### src/rtl/cpu_clk_switch_m.sv
// CPU phi2 clock controller for the beeb816 CPLD.
// Produces clkout either from the synchronised BBC phi0 (LS) or by dividing
// hsclk (HS), and switches between the two without runt phases. During a
// switch, clkout is parked at STOP_LEVEL.
//
// Handshake: hsclk_sel is a level request. The controller acknowledges it by
// raising hs_selected (HS_RUN) or ls_selected (LS_RUN) once the switch has
// completed. switch_busy is high while neither mode is fully selected.
module cpu_clk_switch_m #(
  parameter int unsigned DIV_W       = 2,
  parameter int unsigned SYNC_STAGES = 2,
  parameter bit          STOP_LEVEL  = 1'b0,
  parameter int unsigned GAP_CYCLES  = 2
) (
  input  logic             hsclk,
  input  logic             resetb,
  input  logic             lsclk_in,
  input  logic             hsclk_sel,
  input  logic [DIV_W-1:0] cpuclk_div_sel,
  output logic             clkout,
  output logic             hs_selected,
  output logic             ls_selected,
  output logic             switch_busy,
  output logic [2:0]       state_dbg_o
);

  typedef enum logic [2:0] {
    LS_RUN  = 3'd0,
    LS_WAIT = 3'd1,
    HS_GAP  = 3'd2,
    HS_RUN  = 3'd3,
    LS_SYNC = 3'd4
  } state_t;

  localparam logic [3:0] GAP_LOAD = 4'(GAP_CYCLES - 1);

  state_t                 state_q, state_d;
  logic                   clkout_q, clkout_d;
  logic [DIV_W-1:0]       cnt_q, cnt_d;
  logic [DIV_W-1:0]       div_q, div_d;
  logic [3:0]             gap_q, gap_d;
  logic [SYNC_STAGES-1:0] sync_q;
  logic                   ls_d_q;
  logic                   ls_s;
  logic                   stop_edge;

  assign ls_s      = sync_q[SYNC_STAGES-1];
  // The BBC clock has just entered its stop phase: the safe point to park.
  assign stop_edge = (ls_s == STOP_LEVEL) && (ls_d_q != STOP_LEVEL);

  // Synchroniser for phi0 plus one extra flop for edge detection.
  always_ff @(posedge hsclk or negedge resetb) begin
    if (!resetb) begin
      sync_q <= {SYNC_STAGES{STOP_LEVEL}};
      ls_d_q <= STOP_LEVEL;
    end else begin
      sync_q <= {sync_q[SYNC_STAGES-2:0], lsclk_in};
      ls_d_q <= ls_s;
    end
  end

  // Next-state and next-clkout for the mode-switch FSM.
  always_comb begin
    state_d  = state_q;
    clkout_d = clkout_q;
    cnt_d    = cnt_q;
    div_d    = div_q;
    gap_d    = gap_q;
    case (state_q)
      LS_RUN: begin
        clkout_d = ls_s;
        if (hsclk_sel) state_d = LS_WAIT;
      end
      LS_WAIT: begin
        if (stop_edge) begin
          clkout_d = STOP_LEVEL;
          gap_d    = GAP_LOAD;
          state_d  = HS_GAP;
        end else begin
          clkout_d = ls_s;
          if (!hsclk_sel) state_d = LS_RUN;
        end
      end
      HS_GAP: begin
        clkout_d = STOP_LEVEL;
        if (gap_q == 4'd0) begin
          if (hsclk_sel) begin
            div_d   = cpuclk_div_sel;
            cnt_d   = cpuclk_div_sel;
            state_d = HS_RUN;
          end else begin
            state_d = LS_SYNC;
          end
        end else begin
          gap_d = gap_q - 4'd1;
        end
      end
      HS_RUN: begin
        if (cnt_q == '0) begin
          clkout_d = ~clkout_q;
          if (clkout_q != STOP_LEVEL) begin
            // Returning to the stop level: only here may the divider or the
            // mode change, so the non-stop phase always completes.
            div_d = cpuclk_div_sel;
            cnt_d = cpuclk_div_sel;
            if (!hsclk_sel) state_d = LS_SYNC;
          end else begin
            cnt_d = div_q;
          end
        end else begin
          cnt_d = cnt_q - 1'b1;
        end
      end
      LS_SYNC: begin
        clkout_d = STOP_LEVEL;
        if (stop_edge) state_d = LS_RUN;
      end
      default: begin
        clkout_d = STOP_LEVEL;
        state_d  = LS_RUN;
      end
    endcase
  end

  // FSM state, registered clkout and counters.
  always_ff @(posedge hsclk or negedge resetb) begin
    if (!resetb) begin
      state_q  <= LS_RUN;
      clkout_q <= STOP_LEVEL;
      cnt_q    <= '0;
      div_q    <= '0;
      gap_q    <= 4'd0;
    end else begin
      state_q  <= state_d;
      clkout_q <= clkout_d;
      cnt_q    <= cnt_d;
      div_q    <= div_d;
      gap_q    <= gap_d;
    end
  end

  assign clkout      = clkout_q;
  assign hs_selected = (state_q == HS_RUN);
  assign ls_selected = (state_q == LS_RUN);
  assign switch_busy = !(hs_selected || ls_selected);
  assign state_dbg_o = state_q;

endmodule

### config.mk
export PLATFORM = sky130hd
export DESIGN_NAME = cpu_clk_switch_m
export DESIGN_NICKNAME = d
export VERILOG_FILES = /design/src/rtl/cpu_clk_switch_m.sv
export SDC_FILE = /design/constraint.sdc
export NUM_CORES = 1
export LEC_CHECK = 0
export ABC_AREA = 1
export CAP_MARGIN = 20
export CORE_UTILIZATION = 35
export CTS_CLUSTER_SIZE = 16
export DETAILED_ROUTE_END_ITERATION = 8
export GPL_TIMING_DRIVEN = 0
export PLACE_DENSITY = 0.68
export SYNTH_ARGS = -nofsm -noshare
export SYNTH_HDL_FRONTEND = slang
export SYNTH_SLANG_ARGS = --single-unit
### constraint.sdc
create_clock -name hsclk -period 1.5 [get_ports hsclk]
set_input_delay 0.3 -clock hsclk [delete_from_list [all_inputs] [get_ports hsclk]]
set_output_delay 0.3 -clock hsclk [all_outputs]
set_load 0.005 [all_outputs]
==> impl_metrics.toml <==
[clocking]
cts_made_buffers = 3
cts_tree = "done"
cts_num_sinks = 15
clockRootBuffer = "clkbuf_4"
ctsLongestPathBuffers = 2
clkLatencyLatePin_ns = 0.28
clk_pin_slew_ns = 0.09
cts_hold_buf = 0
cts_max_level = 1

[worst_hold_path]
hp-class = "register to register"
hp-start = "sync_q[0]"
hold_depth = 0
holdPathEnd = "sync_q[1]"

[power_and_ir_drop]
irDropWorstVdd_v = 0.000835
p_leak_uw = 0.000628
finalPower_uw = 2070
power.density_nw_per_um2 = 1770

[detailed_routing]
dr.first_iter.drc_count = 10
dr.pass1.iters = 4
route.detailed.drc = 0
routedWlPerCell_um = 11.1
ant_nets = 0
vias_per_cell = 4.77
vias = 811
wl_um = 1890

[global_routing]
antenna_found_initial = 0
first_global_vias = 720
grt.overflow.total = 0
track_usage_pct = 16.7
grt_pass1_wl_um = 3150
grt_max_degree = 16

[placed_design]
routabilityCongestion = 0.890
place_ws_ns = -0.139
io_buffers = 12
dpl.hpwl_um = 1250

[flow_run]
maxCapViolCount = 0

[worst_setup_path]
reg2reg_depth = 10
crit_arrival_ns = 1.23
r2r-start = "state_dbg_o[1]"
worstPathRequired_ns = 1.20
worst-r2r-setup-slack_ns = 0.03
r2r_end = "state_dbg_o[0]"
startpoint_type = "register"
cp_max_fo = 3
path_class = "register to output port"
end_kind = "output port"

[logic_synthesis]
synth.area.top_cells = "dfrtp_1 45%, nand2_1 20%, nand3_1 4.8%"
yosysWarnings = 0
ys_top_cells_by_count = "45 x nand2_1, 15 x dfrtp_1, 9 x inv_1"
ys_types = 20
syn_area_per_cell_um2 = 7.33
synth_top_area_share_pct = 44.9
syn_inst = 114
synth_ff_type = "dfrtp_1"
synth-edff-count = 0
synth_nets = 121
netlist_area_um2 = 836
yosysMostFrequentCell = "nand2_1"
yosys.area.top_type = "dfrtp_1"
synth_seq_area_share_pct = 44.9
async_flop_share_pct = 100
synth-seq-cells = 15

[floorplan]
die_y_um = 50.9
ioPinCount = 13
die_area_um2 = 2590
fp.dieW_um = 50.9
initial_core_util_pct = 37.4
core_area_um2 = 2230
fp-row-count = 17

[layout]
nets = 150
drive_above_1_share_pct = 32.4
area_delta_synth_final_pct = 39.8
n_antenna_cell = 0
fillers = 226
final_core_util_pct = 52.3

[status]
outcome = "finished, violations left"
violations = "negative setup slack"

[sta]
setup_viol = 1
holdWs_ns = 0.361
fmaxAchievable_mhz = 653
grt_setup_unrepaired = "true"
hold_viol = 0
min_period_over_period_pct = 102
finalWorstSetupSlack_ns = -0.0312
finClkSkew_ns = 0.00734
relSlewSlack_pct = 53.2
tightest_slew_ns = 0.700
drv_slew = 0
min_period_ns = 1.53
flip-flops by register name, summed over array words and instances, names as in the netlist:
name and cells:
state_dbg_o 3, gap_q 4, clkout 1, ls_d_q 1, sync_q 2, div_q 2, cnt_q 2
metrics by stage:
step                      setup TNS (ns)  instance area [µm²]  instances
final                            -0.0312                 1170        170
after global routing              -0.223                 1170        170
after CTS                      -0.000349                 1120        170
after detailed placement          -0.428                  991        154
after global placement            -0.336                  991        154
after floorplan                        0                  836        114
report_power, final:
group          switching (µW)  total, µW  internal [µW]
clock                     131        234            103
combinational             634       1160            529
sequential                115        668            552
total                     881       2070           1180
worst max path at each step:
stage,start,endpoint,slack (ns)
3_5_place_dp,state_dbg_o[1],hs_selected,-0.14
6_report,state_dbg_o[1],switch_busy,-0.03
4_1_cts,state_dbg_o[0],switch_busy,-0.0003
2_1_floorplan,state_dbg_o[2],div_q[0],0.23
5_1_grt,state_dbg_o[1],switch_busy,-0.09
3_3_place_gp,state_dbg_o[1],hs_selected,-0.13
cell type report:
class | count | area [µm²] | area share (%)
clock buffers | 4 | 26.3 | 2.25
flip-flops and latches | 15 | 379 | 32.4
well taps | 28 | 35.0 | 3.00
inverters | 12 | 45.0 | 3.85
multi-input cells | 87 | 482 | 41.2
repair buffers | 24 | 201 | 17.2
worst max-delay path: stages, from the launching register on:
cell	delay [ns]
dfrtp_2	0.44
buf_6	0.13
nor2_4	0.11
nand2_2	0.08
inv_2	0.05
nor2_1	0.03
buf_2	0.11
metal layers:
metal  up-vias  track usage [%]  wire [µm]
met3         2             5.36         71
met5         -                0          0
met4         0             4.17         14
met1       372             20.3        867
li1        420                -          -
met2        17             28.4        936
repair_timing:
action,CTS,global route
hold endpoints to repair,0,0
pin swaps,2,7
resized for setup,25,15
endpoints found under the setup margin,7,10
setup buffers,12,0
cloned,0,0
layout by cell type, fill, tap and decap left out, types with 2 or more instances in the layout:
cell type,netlist,layout
nor2_4,1,5
inv_2,3,4
nand2_1,45,37
nand3b_1,2,2
nand2_4,1,3
buf_4,0,10
nor2_1,8,6
nand3_1,8,7
o21ai_0,6,4
inv_1,9,8
dfrtp_1,15,12
dfrtp_2,0,3
nand2_2,3,9
clkdlybuf4s50_1,0,5
o21ai_1,3,4
buf_2,0,2
clkbuf_4,0,3
nand3_2,1,2
dlygate4sd2_1,0,5
buf_6,0,2
cells by family after synthesis:
group	Yosys count	share of synthesized area (%)
AND/OR/NAND/NOR	73	39.5
flip-flops	15	44.9
buffers and inverters	12	5.39
XOR/XNOR	1	1.05
AO/OA/AOI/OAI	12	7.63
adder cells (fa/ha/maj)	1	1.50
Note: power is estimated with default switching activity, not from simulation.
